==> config.mk <==
export PLATFORM = sky130hd
export DESIGN_NAME = ft_ckpt_mem
export DESIGN_NICKNAME = d
export VERILOG_FILES = /design/src/rtl/ft_mem_pkg.sv /design/src/rtl/ft_par_bank.sv /design/src/rtl/ft_ckpt_mem.sv
export SDC_FILE = /design/constraint.sdc
export NUM_CORES = 2
export LEC_CHECK = 0
export CAP_MARGIN = 0
export CORE_ASPECT_RATIO = 1.5
export CORE_UTILIZATION = 45
export DETAILED_ROUTE_END_ITERATION = 10
export PLACE_DENSITY_LB_ADDON = 0.25
export SLEW_MARGIN = 30
export SYNTH_ARGS = -nofsm -noshare
export SYNTH_HDL_FRONTEND = slang
export SYNTH_SLANG_ARGS = --single-unit
==> constraint.sdc <==
create_clock -name clk_i -period 4.8 [get_ports clk_i]
set_clock_uncertainty 0.15 [all_clocks]
set_input_delay 1.44 -clock clk_i [delete_from_list [all_inputs] [get_ports clk_i]]
set_output_delay 1.44 -clock clk_i [all_outputs]
set_load 0.01 [all_outputs]
==> src/rtl/ft_mem_pkg.sv <==
// Shared types and helpers for the checkpoint memory: FSM encoding, parity
// generation and the word index that holds the PC.
package ft_mem_pkg;

    typedef enum logic [1:0] {
        IDLE = 2'd0,
        COPY = 2'd1,
        DONE = 2'd2
    } ckpt_state_e;

    // Widest data word par_f accepts; callers zero-extend, which leaves parity unchanged.
    localparam int unsigned PAR_MAX_W = 64;

    function automatic logic par_f(input logic [PAR_MAX_W-1:0] data);
        return ^data;
    endfunction

    // The PC sits directly after the architectural registers.
    function automatic int unsigned pc_index_f(input int unsigned num_regs);
        return num_regs;
    endfunction

endpackage

==> src/rtl/ft_par_bank.sv <==
// One parity-protected register bank: a general write port, a dedicated
// write lane for the top (PC) word, and a combinational read port.
module ft_par_bank #(
    parameter int unsigned DATA_W = 32,
    parameter int unsigned DEPTH  = 33,
    parameter int unsigned AW     = $clog2(DEPTH)
) (
    input  logic            clk_i,
    input  logic            rst_ni,
    input  logic            we_i,
    input  logic [AW-1:0]   waddr_i,
    input  logic [DATA_W:0] wdata_i,
    input  logic            top_we_i,
    input  logic [DATA_W:0] top_wdata_i,
    input  logic [AW-1:0]   raddr_i,
    output logic [DATA_W:0] rdata_o
);

    logic [DATA_W:0] rd_words [DEPTH];

    // Each word is a discrete flop so that the whole bank clears on reset.
    for (genvar gi = 0; gi < int'(DEPTH); gi++) begin : g_word
        logic [DATA_W:0] word_q;

        always_ff @(posedge clk_i or negedge rst_ni) begin
            if (!rst_ni) begin
                word_q <= '0;
            end else if (top_we_i && (gi == int'(DEPTH) - 1)) begin
                word_q <= top_wdata_i;
            end else if (we_i && (waddr_i == AW'(gi))) begin
                word_q <= wdata_i;
            end
        end

        assign rd_words[gi] = word_q;
    end

    assign rdata_o = (raddr_i < AW'(DEPTH)) ? rd_words[raddr_i] : '0;

endmodule

==> src/rtl/ft_ckpt_mem.sv <==
// Double-banked checkpoint memory: captures RF/PC writes into a working bank,
// copies it word by word into a committed bank on commit, and serves reads.
module ft_ckpt_mem
    import ft_mem_pkg::*;
#(
    parameter int unsigned DATA_W   = 32,
    parameter int unsigned NUM_REGS = 32,
    parameter int unsigned RF_AW    = $clog2(NUM_REGS)
) (
    input  logic              clk_i,
    input  logic              rst_ni,
    input  logic              we_rf_i,
    input  logic [RF_AW-1:0]  addr_rf_i,
    input  logic [DATA_W-1:0] data_rf_i,
    input  logic              load_pc_i,
    input  logic [DATA_W-1:0] pc_i,
    input  logic              commit_i,
    output logic              busy_o,
    output logic              commit_done_o,
    output logic              wr_drop_o,
    input  logic              req_i,
    output logic              gnt_o,
    input  logic [31:0]       addr_i,
    output logic              rvalid_o,
    output logic [DATA_W-1:0] rdata_o,
    output logic              err_o
);

    localparam int unsigned DEPTH = NUM_REGS + 1;
    localparam int unsigned WAW   = $clog2(DEPTH);
    localparam logic [WAW-1:0] PC_IDX = WAW'(pc_index_f(NUM_REGS));

    ckpt_state_e       state_q, state_next;
    logic [WAW-1:0]    idx_q;
    logic              wr_drop_q;
    logic              rvalid_q;
    logic [DATA_W-1:0] rdata_q;
    logic              err_q;

    logic [DATA_W:0]   work_word;
    logic [DATA_W:0]   cmt_word;
    logic [WAW-1:0]    rd_idx;
    logic              rd_oob;
    logic              commit_accept;
    logic              unused_addr;

    assign busy_o        = (state_q != IDLE);
    assign commit_done_o = (state_q == DONE);
    assign wr_drop_o     = wr_drop_q;
    assign gnt_o         = req_i & ~busy_o;
    assign commit_accept = (state_q == IDLE) & commit_i;

    assign rd_idx      = addr_i[WAW+1:2];
    assign rd_oob      = addr_i[31:2] > 30'(NUM_REGS);
    assign unused_addr = ^addr_i[1:0];

    ft_par_bank #(.DATA_W(DATA_W), .DEPTH(DEPTH), .AW(WAW)) u_work_bank (
        .clk_i       (clk_i),
        .rst_ni      (rst_ni),
        .we_i        (we_rf_i & ~busy_o),
        .waddr_i     (WAW'(addr_rf_i)),
        .wdata_i     ({par_f(PAR_MAX_W'(data_rf_i)), data_rf_i}),
        .top_we_i    (load_pc_i & ~busy_o),
        .top_wdata_i ({par_f(PAR_MAX_W'(pc_i)), pc_i}),
        .raddr_i     (idx_q),
        .rdata_o     (work_word)
    );

    // The copy moves data and parity verbatim so a latent fault stays detectable.
    ft_par_bank #(.DATA_W(DATA_W), .DEPTH(DEPTH), .AW(WAW)) u_cmt_bank (
        .clk_i       (clk_i),
        .rst_ni      (rst_ni),
        .we_i        (state_q == COPY),
        .waddr_i     (idx_q),
        .wdata_i     (work_word),
        .top_we_i    (1'b0),
        .top_wdata_i ('0),
        .raddr_i     (rd_idx),
        .rdata_o     (cmt_word)
    );

    always_comb begin
        state_next = state_q;
        case (state_q)
            IDLE:    if (commit_i) state_next = COPY;
            COPY:    if (idx_q == PC_IDX) state_next = DONE;
            DONE:    state_next = IDLE;
            default: state_next = IDLE;
        endcase
    end

    always_ff @(posedge clk_i or negedge rst_ni) begin
        if (!rst_ni) begin
            state_q   <= IDLE;
            idx_q     <= '0;
            wr_drop_q <= 1'b0;
        end else begin
            state_q <= state_next;
            if (commit_accept) begin
                idx_q     <= '0;
                wr_drop_q <= 1'b0;
            end else begin
                if (state_q == COPY) idx_q <= idx_q + 1'b1;
                if (busy_o && (we_rf_i || load_pc_i)) wr_drop_q <= 1'b1;
            end
        end
    end

    always_ff @(posedge clk_i or negedge rst_ni) begin
        if (!rst_ni) begin
            rvalid_q <= 1'b0;
            rdata_q  <= '0;
            err_q    <= 1'b0;
        end else begin
            rvalid_q <= gnt_o;
            if (gnt_o) begin
                if (rd_oob) begin
                    rdata_q <= '0;
                    err_q   <= 1'b1;
                end else begin
                    rdata_q <= cmt_word[DATA_W-1:0];
                    err_q   <= cmt_word[DATA_W] ^ par_f(PAR_MAX_W'(cmt_word[DATA_W-1:0]));
                end
            end
        end
    end

    assign rvalid_o = rvalid_q;
    assign rdata_o  = rdata_q;
    assign err_o    = err_q;

endmodule

* Word-level counts from Yosys, hierarchy flattened
Index checks and enable logic that the tools add are counted.
W data, S select, Z words.
** Storage, ports and cells
- Input bits :: 107
- Output and inout bits :: 38
- Register bits after elaboration :: 2221
- Word-level logic and storage cells :: 248
** Cells by class
- Muxes and demuxes :: 18
- $add $sub $neg :: 1
- Equality and inequality tests :: 67
- Magnitude comparators :: 5
- Bitwise gates (word level) :: 8
- Reduce and logical (&&, ||, !) cells :: 77
** Operators by type and width (count)
- $bmux W33 S6 :: 2
- $mux W33 :: 7
- $reduce_xor A64 Y1 :: 3
- $eq A6 B5 Y1 const B :: 16
- $eq A5 B5 Y1 const B :: 16
- $logic_and A1 B1 Y1 :: 66
- $eq A6 B4 Y1 const B :: 8
- $eq A5 B4 Y1 const B :: 8
- $mux W32 :: 1
- $gt A30 B6 Y1 const B :: 1
- $eq A6 B3 Y1 const B :: 4
- $eq A5 B3 Y1 const B :: 4
- $ge A7 B7 Y1 const B :: 2
- $not A6 Y7 :: 2
- $eq A6 B2 Y1 const B :: 2
- $logic_not A6 Y1 :: 2
- $lt A6 B6 Y1 const B :: 2
- $mux W6 :: 2
- $eq A5 B2 Y1 const B :: 2
- $add A6 B1 Y6 const B :: 1
- $eq A6 B1 Y1 const B :: 1
- $eq A6 B6 Y1 const B :: 1
- $reduce_bool A2 Y1 :: 3
- $eq A5 B1 Y1 const B :: 1
- other kinds (12) :: 19

* Logic depth before layout (Yosys ltp)
- Depth in word-level cells :: 8
- Mapped depth :: 17

* Cells and area by module
From an unflattened synthesis, not the netlist that was laid out.
** Second synthesis, totals
- Cells, all modules :: 6780
- Area, all modules :: 102738.5 um^2
** Modules (own cells, without submodules)
- ft_par_bank (u_cmt_bank) :: cells each 3274, area each 50119.3 um^2, instances 1
- ft_par_bank (u_work_bank) :: cells each 3280, area each 50045.5 um^2, instances 1
- ft_ckpt_mem :: cells each 226, area each 2573.7 um^2, instances 1

* Least setup slack after synthesis
Ideal clock, no wire load.
- Path type :: input to register
- From :: input port addr_i[2]
- To :: register err_q (netlist: err_o)
- Stages on the path :: 14
- Slack :: 0.097 ns
- Required time :: 4.529 ns
- Setup time :: 0.121 ns
- Arrival :: 4.432 ns
- Cell sequence :: buf_6 > buf_6 > buf_6 > buf_2 > mux4_2 > mux4_2 > nand2_1 > a21oi_1 > a32o_1 > a21oi_1 > xnor2_1 > xor2_1 > xnor3_1 > o22a_1
** On the way
- Word-level cells in the longest chain between the ends :: 8
** RTL lines
- from (decl) :: RTL line ft_ckpt_mem.sv:23 : input logic [31:0] addr_i,
- $not A6 Y7 (not written as such) :: RTL line ft_par_bank.sv:38 : assign rdata_o = (raddr_i < AW'(DEPTH)) ? rd_words[raddr_i] : '0;
- $bmux W33 S6 :: RTL line ft_par_bank.sv:38
- $mux W33 (not written as such) (2 in series) :: RTL line ft_par_bank.sv:38
- $mux W33 :: RTL line ft_par_bank.sv:38
- $reduce_xor A64 Y1 :: RTL line ft_mem_pkg.sv:15 : return ^data;
- $xor A1 B1 Y1 :: RTL line ft_ckpt_mem.sv:122 : err_q <= cmt_word[DATA_W] ^ par_f(PAR_MAX_W'(cmt_word[DATA_W-1:0]));
- $mux W1 * :: RTL line ft_ckpt_mem.sv:117 : if (rd_oob) begin
- to (signal assigned) :: RTL line ft_ckpt_mem.sv:122
- to (decl) :: RTL line ft_ckpt_mem.sv:38 : logic err_q;
Every way passes the cells marked *; elsewhere a longest branch is shown, timed or not. The select of a mux whose other input is x is not followed.
A chain may end at the register's enable or synchronous reset.

* Final worst setup path
Same ends and word-level chain as after synthesis.

==> results.toml <==
[pwr]
power_w = 0.0477
netSwitchingFraction = 0.285
p_per_area_mw_per_mm2 = 413
pwr-share-clk = 0.362
p_int_w = 0.0341
p_leak_nw = 55.6
power_switching_w = 0.0136
ir_drop_mv = 0.379
p_seq_frac = 0.436
pwr-share-comb = 0.201

[cells_and_area]
fillers = 18400
fin_util = 0.518
fin_area_mm2 = 0.116
final_nets = 6757
drive_gt1_frac = 0.530
final_cell_mix = "dfrtp_1 (2215), mux2_2 (2134), mux4_2 (579)"
layout_commonest_cell = "dfrtp_1"
area_growth_pct = 14.2

[setup_path]
crit_path_start = "addr_i[2]"
endpoint_kind = "register"
crit_path_start_kind = "input port"
crit_arrival_ps = 5370
r2r-start = "idx_q[0]$_DFFE_PN0P_"
cp.required_ps = 5400
path_max_fanout = 26
path_class = "in2reg"

[sta]
max_freq_mhz = 209
period_share = 0.994
finalHoldViolCount = 0
setup_violations = 0
slew_headroom = 0.328
drv_slew = 0
hold_ws_ps = 329
worstMarginPinSlew_ps = 997
rsz0062_at_grt = "false"
timing.final.crit_period_ps = 4770
fin_setup_tns_ps = 0

[synth]
yosys_warnings = 0
synth-main-ff-cell = "dfrtp_1"
ys_seq_area_frac = 0.550
synthArstFlopShare = 1.00
syn_area_mm2 = 0.101
ys_seq_elements = 2221
synth_edf_count = 0
synth_cell_types = 65
syn_nets = 6542
synthCells = 6430
avgSynthCellArea_um2 = 15.7

[global_routing]
grt_pass1_wl_um = 423000
grt_pass1_vias = 62400
gr-total-overflow = 0
grt_use_total = 0.252
globalRouteMet2Util = 0.442
grtUsageMet1 = 0.321
grt_max_degree = 150
grtUsageMet3 = 0.0311
busiest_layer = "met2"
grt_antenna_before_repair = 9

[place]
io_buffers = 142
gp_congestion = 0.814
hpwl_um = 179000
placed_area_mm2 = 0.108

[clock_tree]
cts_setup_buffers = 0
cts_max_level = 4
insertion_delay_ps = 870
clkSlewWorstSetupHoldPaths_ps = 70
cts.sinks = 2221
hold_buffers = 0
clockRootBuffer = "clkbuf_16"
cts_tree = "built"
numCtsBuffers = 218
clk_path_buf_depth = 4
cts_resized = 0

[routing]
dr.pass1.iters = 6
vias = 58000
drtIter0Drc = 3780
drt_wl_total_um = 283000
drc = 0
route.antenna.remaining_nets = 0
vias_per_cell = 5.98
wl_per_cell_um = 29.1

[run_status]
status = "finished clean"

[floorplan]
chipHeight_um = 583
rows = 212
ios = 145
start_util = 0.454
die-area_mm2 = 0.227
core_mm2 = 0.223
dieWidth_um = 389

[hold_path]
min_path_type = "reg2reg"
hp-start = "u_cmt_bank.g_word[32].word_q[12]$_DFFE_PN0P_"

[run]
drv_cap = 0
[final cells by class]
class,count,area [um2],share of cell area
clock inverter,51,586,0.00507
sequential,2221,55600,0.481
timing repair buffer,594,5850,0.0506
antenna,3,7.51,0.0000650
tap,2889,3610,0.0313
clock buffer,332,6550,0.0567
inverter,8,30.0,0.000260
multi-input combinational,3602,43300,0.375
[through the flow]
step	instances	worst slack (ps)
2_1_floorplan	6430	96.5
5_1_grt	9698	22.8
4_1_cts	9697	136
3_5_place_dp	9314	-757
3_3_place_gp	9314	-787
6_report	9700	26.6
[routing by layer]
layer,up-vias,share of wire
li1,24200,-
met1,31900,0.40
met2,1408,0.52
met3,534,0.041
met4,8,0.039
met5,-,0.00019
[synthesized netlist by cell type, types with 9 or more instances]
master / count / area [um2]
buf_4: 28 / 210
mux4_2: 579 / 13000
nor2b_1: 15 / 93.8
mux2_2: 2134 / 24000
nand2b_1: 12 / 75.1
mux2i_1: 91 / 911
buf_2: 30 / 150
o21ai_0: 91 / 455
buf_1: 40 / 150
a221oi_1: 11 / 96.3
a22oi_1: 27 / 203
nor3_1: 19 / 95.1
xor2_1: 16 / 140
and2_1: 36 / 225
xnor2_1: 71 / 622
nor2_1: 60 / 225
nand2_1: 254 / 953
clkbuf_1: 487 / 1830
a21oi_1: 40 / 200
nand3_1: 21 / 105
buf_6: 9 / 101
mux4_1: 20 / 526
dfrtp_1: 2221 / 55600
a22o_1: 18 / 158
[cell families (layout without fill, tap and decap cells)]
| family | count (synthesis) | in the layout | share of synthesized area |
|---|---|---|---|
| compound gates | 236 | 236 | 0.0152 |
| xor+xnor | 91 | 91 | 0.00843 |
| fa+ha+maj | 5 | 5 | 0.000619 |
| buf+inv | 607 | 985 | 0.0254 |
| flops | 2221 | 2221 | 0.550 |
| mux | 2825 | 2825 | 0.381 |
| other cells | 0 | 3 | 0 |
| simple gates | 445 | 445 | 0.0196 |
[state kept, by name (all words and copies together), names as in the netlist]
signal                     cells
wr_drop_o                      1
state_q                        2
rdata_o                       32
u_cmt_bank.g_word.word_q    1089
rvalid_o                       1
idx_q                          6
err_o                          1
u_work_bank.g_word.word_q   1089
[power by group through the flow]
stage	registers, W	clock network (W)	logic (W)
floorplan	0.0207	0	0.00619
global placement	0.0211	0	0.00954
detailed placement	0.0211	0	0.00972
CTS	0.0208	0.0176	0.00974
global route	0.0209	0.0183	0.0102
finish	0.0208	0.0173	0.00960
[critical path, cell delays in order]
cell and delay, ps:
buf_8 300, buf_4 210, buf_12 210, mux4_1 580, mux2_2 320, a221oi_2 230
a21oi_1 110, a211oi_1 790, buf_4 230, xnor2_1 130, xor2_1 200, xnor3_1 380
o22a_1 170
[worst paths after layout]
| check | endpoint | slack, ps | depth (start not counted) |
|---|---|---|---|
| worst min register to register | u_cmt_bank.g_word[32].word_q[12]$_DFFE_PN0P_ | 330 | 2 |
| max in group asynchronous | u_cmt_bank.g_word[12].word_q[25]$_DFFE_PN0P_ | 2760 | 3 |
| worst min-delay path | u_cmt_bank.g_word[32].word_q[12]$_DFFE_PN0P_ | 330 | 2 |
| min in group asynchronous | u_cmt_bank.g_word[31].word_q[4]$_DFFE_PN0P_ | 380 | 1 |
| worst max-delay path | err_o$_DFFE_PN0P_ | 30 | 13 |
| worst max register to register | u_cmt_bank.g_word[15].word_q[19]$_DFFE_PN0P_ | 460 | 7 |
Note: power is estimated with default switching activity, not from simulation.
